**config.mk**
```make
export PLATFORM = sky130hd
export DESIGN_NAME = alu_issue_ctrl
export DESIGN_NICKNAME = d
export VERILOG_FILES = /design/src/rtl/alu_pkg.sv /design/src/rtl/alu_resp_fifo.sv /design/src/rtl/alu_issue_ctrl.sv
export SDC_FILE = /design/constraint.sdc
export NUM_CORES = 1
export LEC_CHECK = 0
export CAP_MARGIN = 20
export CORE_ASPECT_RATIO = 1.5
export CORE_MARGIN = 10
export CORE_UTILIZATION = 50
export CTS_BUF_LIST = sky130_fd_sc_hd__clkbuf_8
export CTS_CLUSTER_SIZE = 20
export DETAILED_ROUTE_END_ITERATION = 10
export DONT_BUFFER_PORTS = 1
export GPL_TIMING_DRIVEN = 0
export SETUP_SLACK_MARGIN = 0.2
export SYNTH_ARGS = -nofsm -noshare
export SYNTH_HDL_FRONTEND = slang
export SYNTH_HIERARCHICAL = 1
export SYNTH_SLANG_ARGS = --single-unit
export TNS_END_PERCENT = 50
```
**constraint.sdc**
```tcl
create_clock -name clock -period 10.7 [get_ports clock]
set_input_delay 1.07 -clock clock [delete_from_list [all_inputs] [get_ports clock]]
set_output_delay 1.07 -clock clock [all_outputs]
set_load 0.02 [all_outputs]
```
**src/rtl/alu_pkg.sv**
```systemverilog
// Shared opcode encoding and response record for the Alu issue path.
package alu_pkg;

  localparam logic [5:0] OP_ADD = 6'h00;
  localparam logic [5:0] OP_SUB = 6'h07;
  localparam logic [5:0] OP_AND = 6'h08;
  localparam logic [5:0] OP_OR  = 6'h09;
  localparam logic [5:0] OP_XOR = 6'h0A;
  localparam logic [5:0] OP_SHL = 6'h0B;
  localparam logic [5:0] OP_SHR = 6'h0C;
  localparam logic [5:0] OP_SRA = 6'h0D;
  localparam logic [5:0] OP_EQ  = 6'h0E;
  localparam logic [5:0] OP_NE  = 6'h0F;
  localparam logic [5:0] OP_LT  = 6'h10;
  localparam logic [5:0] OP_LTU = 6'h11;
  localparam logic [5:0] OP_GE  = 6'h12;
  localparam logic [5:0] OP_GEU = 6'h13;
  localparam logic [5:0] OP_MUL = 6'h14;

  localparam int RESP_TAG_W = 5;

  typedef struct packed {
    logic [63:0]           data;
    logic [RESP_TAG_W-1:0] tag;
    logic                  illegal;
  } resp_t;

  function automatic logic is_mult(input logic [5:0] op);
    return op == OP_MUL;
  endfunction

  function automatic logic is_legal(input logic [5:0] op);
    return (op == OP_ADD) || ((op >= OP_SUB) && (op <= OP_MUL));
  endfunction

endpackage

```
**src/rtl/alu_resp_fifo.sv**
```systemverilog
// In-order response buffer; push and pop may coincide at any occupancy, pop when empty is ignored.
module alu_resp_fifo
  import alu_pkg::*;
#(
  parameter int DEPTH = 4
) (
  input  logic                       clk_i,
  input  logic                       rst_i,
  input  logic                       push_i,
  input  resp_t                      push_data_i,
  input  logic                       pop_i,
  output logic                       valid_o,
  output resp_t                      head_o,
  output logic [$clog2(DEPTH+1)-1:0] count_o
);

  localparam int PTR_W = (DEPTH > 1) ? $clog2(DEPTH) : 1;
  localparam int CNT_W = $clog2(DEPTH + 1);

  resp_t            mem_q [DEPTH];
  logic [PTR_W-1:0] wr_ptr_q, rd_ptr_q;
  logic [CNT_W-1:0] count_q, count_d;
  logic             full, do_push, do_pop;

  function automatic logic [PTR_W-1:0] ptr_next(input logic [PTR_W-1:0] p);
    return (p == PTR_W'(DEPTH - 1)) ? '0 : p + 1'b1;
  endfunction

  assign full    = (count_q == CNT_W'(DEPTH));
  assign do_pop  = pop_i & (count_q != '0);
  // A pop in the same cycle frees the slot, so a push at full is still taken.
  assign do_push = push_i & (~full | do_pop);

  always_comb begin
    count_d = count_q;
    case ({do_push, do_pop})
      2'b10:   count_d = count_q + 1'b1;
      2'b01:   count_d = count_q - 1'b1;
      default: count_d = count_q;
    endcase
  end

  always_ff @(posedge clk_i or posedge rst_i) begin
    if (rst_i) begin
      wr_ptr_q <= '0;
      rd_ptr_q <= '0;
      count_q  <= '0;
      for (int i = 0; i < DEPTH; i++) mem_q[i] <= '0;
    end else begin
      if (do_push) begin
        mem_q[wr_ptr_q] <= push_data_i;
        wr_ptr_q        <= ptr_next(wr_ptr_q);
      end
      if (do_pop) rd_ptr_q <= ptr_next(rd_ptr_q);
      count_q <= count_d;
    end
  end

  assign valid_o = (count_q != '0);
  assign head_o  = valid_o ? mem_q[rd_ptr_q] : '0;
  assign count_o = count_q;

endmodule

```
**src/rtl/alu_issue_ctrl.sv**
```systemverilog
// Issue/sequencing controller in front of the 64-bit Alu: registers accepted ops, tracks the
// pipelined multiplier and returns results in accept order through a credit-protected FIFO.
module alu_issue_ctrl
  import alu_pkg::*;
#(
  parameter int MUL_LAT    = 3,
  parameter int RESP_DEPTH = 4,
  parameter int TAG_W      = 5
) (
  input  logic             clock,
  input  logic             reset,
  input  logic             io_req_valid,
  output logic             io_req_ready,
  input  logic [5:0]       io_req_op,
  input  logic [63:0]      io_req_a,
  input  logic [63:0]      io_req_b,
  input  logic [TAG_W-1:0] io_req_tag,
  output logic [5:0]       io_alu_op,
  output logic [63:0]      io_alu_a,
  output logic [63:0]      io_alu_b,
  input  logic [63:0]      io_alu_out,
  output logic             io_resp_valid,
  input  logic             io_resp_ready,
  output logic [63:0]      io_resp_data,
  output logic [TAG_W-1:0] io_resp_tag,
  output logic             io_resp_illegal
);

  // Handshakes: a transfer happens on a rising edge where valid & ready are both high; the
  // offering side holds its payload stable until then, and ready never depends on valid.

  localparam int PIPE_N = MUL_LAT - 1;
  localparam int MC_W   = $clog2(MUL_LAT + 1);
  localparam int FC_W   = $clog2(RESP_DEPTH + 1);
  localparam int OUT_W  = $clog2(RESP_DEPTH + MUL_LAT + 2);

  logic             issue_v_q;
  logic [5:0]       issue_op_q;
  logic [63:0]      issue_a_q, issue_b_q;
  logic [TAG_W-1:0] issue_tag_q;

  logic [PIPE_N-1:0] mpipe_v_q;
  logic [TAG_W-1:0]  mpipe_tag_q [PIPE_N];
  logic [MC_W-1:0]   mult_cnt_q, mult_cnt_d;

  logic             fire, mult_busy, credit_ok;
  logic             mult_enter, mult_exit, nonmult_done, push;
  logic             head_valid;
  logic [FC_W-1:0]  fifo_count;
  logic [OUT_W-1:0] outstanding;
  resp_t            push_data, head;

  assign mult_busy   = (mult_cnt_q != '0) | (issue_v_q & is_mult(issue_op_q));
  assign outstanding = OUT_W'(issue_v_q) + OUT_W'(mult_cnt_q) + OUT_W'(fifo_count);
  assign credit_ok   = outstanding < OUT_W'(RESP_DEPTH);
  // A non-mult would overtake an in-flight product, so it waits; mults stream back to back.
  assign io_req_ready = credit_ok & (is_mult(io_req_op) | ~mult_busy);
  assign fire         = io_req_valid & io_req_ready;

  always_ff @(posedge clock or posedge reset) begin
    if (reset) begin
      issue_v_q   <= 1'b0;
      issue_op_q  <= OP_ADD;
      issue_a_q   <= '0;
      issue_b_q   <= '0;
      issue_tag_q <= '0;
    end else if (fire) begin
      issue_v_q   <= 1'b1;
      issue_op_q  <= io_req_op;
      issue_a_q   <= io_req_a;
      issue_b_q   <= io_req_b;
      issue_tag_q <= io_req_tag;
    end else begin
      issue_v_q  <= 1'b0;
      issue_op_q <= OP_ADD;
    end
  end

  assign io_alu_op = issue_op_q;
  assign io_alu_a  = issue_a_q;
  assign io_alu_b  = issue_b_q;

  assign mult_enter   = issue_v_q & is_mult(issue_op_q);
  assign mult_exit    = mpipe_v_q[PIPE_N-1];
  assign nonmult_done = issue_v_q & ~is_mult(issue_op_q);

  // Shadow of the multiplier: tags ride alongside until the product shows up on io_alu_out.
  always_ff @(posedge clock or posedge reset) begin
    if (reset) begin
      mpipe_v_q <= '0;
      for (int i = 0; i < PIPE_N; i++) mpipe_tag_q[i] <= '0;
    end else begin
      mpipe_v_q[0]   <= mult_enter;
      mpipe_tag_q[0] <= issue_tag_q;
      for (int i = 1; i < PIPE_N; i++) begin
        mpipe_v_q[i]   <= mpipe_v_q[i-1];
        mpipe_tag_q[i] <= mpipe_tag_q[i-1];
      end
    end
  end

  always_comb begin
    mult_cnt_d = mult_cnt_q;
    if (mult_enter && !mult_exit) mult_cnt_d = mult_cnt_q + 1'b1;
    else if (!mult_enter && mult_exit) mult_cnt_d = mult_cnt_q - 1'b1;
  end

  always_ff @(posedge clock or posedge reset) begin
    if (reset) mult_cnt_q <= '0;
    else       mult_cnt_q <= mult_cnt_d;
  end

  // The ordering rule guarantees at most one of the two completion sources per cycle.
  always_comb begin
    push_data         = '0;
    push              = nonmult_done | mult_exit;
    push_data.illegal = nonmult_done & ~is_legal(issue_op_q);
    push_data.data    = push_data.illegal ? 64'd0 : io_alu_out;
    push_data.tag     = mult_exit ? RESP_TAG_W'(mpipe_tag_q[PIPE_N-1])
                                  : RESP_TAG_W'(issue_tag_q);
  end

  alu_resp_fifo #(
    .DEPTH(RESP_DEPTH)
  ) u_resp_fifo (
    .clk_i       (clock),
    .rst_i       (reset),
    .push_i      (push),
    .push_data_i (push_data),
    .pop_i       (io_resp_ready),
    .valid_o     (head_valid),
    .head_o      (head),
    .count_o     (fifo_count)
  );

  assign io_resp_valid   = head_valid;
  assign io_resp_data    = head.data;
  assign io_resp_tag     = TAG_W'(head.tag);
  assign io_resp_illegal = head.illegal;

endmodule

```
==> results.tsv <==
metric	value	unit
die_x	180.5	um
hold_viol	0	
synth_nets	1428	
internal_power	4.706	mW
critPathKind	flip-flop to output port	
synth_compound_area_share	0.3953	%
core-area	0.03832	mm2
vias	10280	
grt_pass1_vias	11610	
skew	0.01984	ns
track_usage	19.85	%
p_per_area	352.4	mW/mm2
ys_dominant_reg_cell	dfrtp_1	
setup-tns-final	0	ns
portBuffers	0	
drive_above_1_share	48.39	%
synth_seq_cells	441	
fmax	267.9	MHz
yosys.area_share.simple	5.294	%
p_leak	9.242	nW
post_drt_wl_per_cell	26.01	um
yosysMostFrequentCell	dfrtp_1	
syn-mean-instance-area	15.95	um2
place_hpwl	34.47	mm
worst_pin_slew	1.037	ns
numCtsBuffers	70	
ctsHoldBuffers	0	
min_period	3.733	ns
finish.utilization	55.87	%
pwr-share-comb	37.9	%
die-area	0.04704	mm2
synth_fa_ha_area_share	0.6868	%
drtIter0Drc	440	
cts-root-buf	clkbuf_8	
timing.max_cap.violations	0	
clockBufferDepth	3	
fin_crit_sh	34.89	%
postCtsResizedCells	0	
synth_top_family_by_area	multiplexers	
yosysTopAreaCellShare	57.15	%
rsz0062_at_grt	false	
cts_tree	done	
slew_viol_final	0	
area_growth	10.87	%
cts.htree.levels	3	
synth-seq-area-share	57.15	%
synth_xor_area_share	0.2721	%
ys_async_sr_fraction	100.0	%
p_sw_share	37.61	%
rows	88	
drc_errors	0	
synthCells	1211	
drt-total-wl	47.76	mm
grt_pass1_wl	71.92	mm
end_kind	output port	
yosysUniqueCellTypes	36	
status	completed	
viasPerCell	5.600	
synth_edf_count	0	
synthMuxAreaShare	32.83	%
start_util	50.40	%
finalWeightedCongestion	0.7904	
p_switching	2.837	mW
p_seq_share	44.2	%
relSlewSlack	30.89	%
pwr-share-clk	18.0	%
cts_sinks	441	
ir_drop	0.1874	mV
setup_violations	0	
ys_warn_count	6	
die_height	260.7	um
power	7.543	mW
path_clk_slew	0.06	ns
ant_nets	0	
critPathMaxFanout	10	
grt_max_degree	127	
io_pins	413	
clk_latency	0.60	ns
crit_required	9.63	ns
syn_area	0.01931	mm2
ys_top_cells_by_area	dfrtp_1 (57%), mux2_2 (24%), mux4_2 (8.2%)	
final_nets	1505	
post_cts_buffers	0	
synth_top_area_cell	dfrtp_1	
hold_ws	0.3460	ns
ys_top_cells_by_count	dfrtp_1 (441), mux2_2 (412), and2_1 (140)	
antenna_found_initial	11	
setup.worst_path.start_class	flip-flop	
grt_overflow	0	
worstPathArrival	2.66	ns
firstDrtPassIters	4	
min_path_type	flip-flop to flip-flop	
==> metal layers <==
layer | GRT usage (%) | wire length, um | vias up
met1 | 21.44 | 17610 | 5385
met5 | 0 | 34 | -
li1 | - | - | 4492
met4 | 6.348 | 752 | 6
met3 | 7.555 | 4022 | 56
met2 | 35.24 | 25340 | 343
==> sequential cells by signal, summed over array words and instances (netlist names) <==
name / count
u_resp_fifo/mem_q: 280
io_alu_a: 64
io_alu_b: 64
mpipe_tag_q: 10
io_alu_op: 6
issue_tag_q: 5
u_resp_fifo/count_o: 3
mpipe_v_q: 2
mult_cnt_q: 2
u_resp_fifo/rd_ptr_q: 2
u_resp_fifo/wr_ptr_q: 2
issue_v_q: 1
==> stage by stage <==
stage | cells | setup slack, ns | area, um2
CTS | 1832 | 6.823 | 21400
finish | 1836 | 6.967 | 21410
global route | 1835 | 6.818 | 21410
floorplan | 1211 | 1.709 | 19310
global placement | 1706 | -1.639 | 19930
detailed placement | 1711 | 7.483 | 20070
==> worst max-delay path, stage by stage (launching register included) <==
cell	delay, ns
dfrtp_1	0.34
buf_2	0.30
buf_2	0.40
buf_2	0.38
mux4_2	0.38
and2_1	0.25
==> path summary, 6_finish.rpt <==
kind	from	to	slack, ns	depth (start not counted)
worst max register to register	io_alu_op[1]$_DFF_PP0_	u_resp_fifo/mem_q[183]$_DFFE_PP0P_	7.80	7
worst min register to register	mpipe_tag_q[6]$_DFF_PP0_	mpipe_tag_q[1]$_DFF_PP0_	0.35	0
worst min-delay path	mpipe_tag_q[6]$_DFF_PP0_	mpipe_tag_q[1]$_DFF_PP0_	0.35	0
min in group asynchronous	reset	io_alu_b[42]$_DFFE_PP0P_	0.45	1
worst max-delay path	u_resp_fifo/rd_ptr_q[0]$_DFFE_PP0P_	io_resp_data[5]	6.97	5
max in group asynchronous	reset	u_resp_fifo/mem_q[254]$_DFFE_PP0P_	9.32	3
==> power by group through the flow <==
stage | logic, mW | registers [mW] | clock network, mW
after detailed placement | 2.93 | 3.37 | 0
final | 2.86 | 3.33 | 1.36
after CTS | 2.93 | 3.35 | 1.41
after floorplan | 2.40 | 3.14 | 0
after global routing | 3.09 | 3.43 | 1.49
after global placement | 2.85 | 3.36 | 0
==> logic make-up (layout without fill, tap and decap cells) <==
logic type,count (synthesis),after routing
xor+xnor,6,6
simple gates,164,164
buf+inv,86,212
compound gates,11,11
fa+ha+maj,10,10
mux,493,493
flops,441,441
other cells,0,4
==> layout make-up <==
cell class,instances,area (um2)
multi-input combinational,684,7622
clock inverter,35,147.6
clock buffer,86,1184
buffer,75,610.6
inverter,11,53.80
sequential,441,11040
tap,495,619.3
timing repair buffer,5,125.1
fill,3192,16910
antenna,4,10.01
==> cells in the final DEF (no fill, tap or decap), types with 3 or more instances in the layout <==
cell type,count
diode_2,4
xor2_1,4
ha_1,9
buf_2,17
mux4_2,70
and2_1,140
mux2_2,412
nor2_2,4
clkbuf_8,86
nor2_1,7
mux2_1,10
inv_1,38
dfrtp_1,441
clkbuf_1,16
clkinv_2,3
buf_6,40
buf_16,4
nand2_1,4
(Power assumes the default switching activity.)
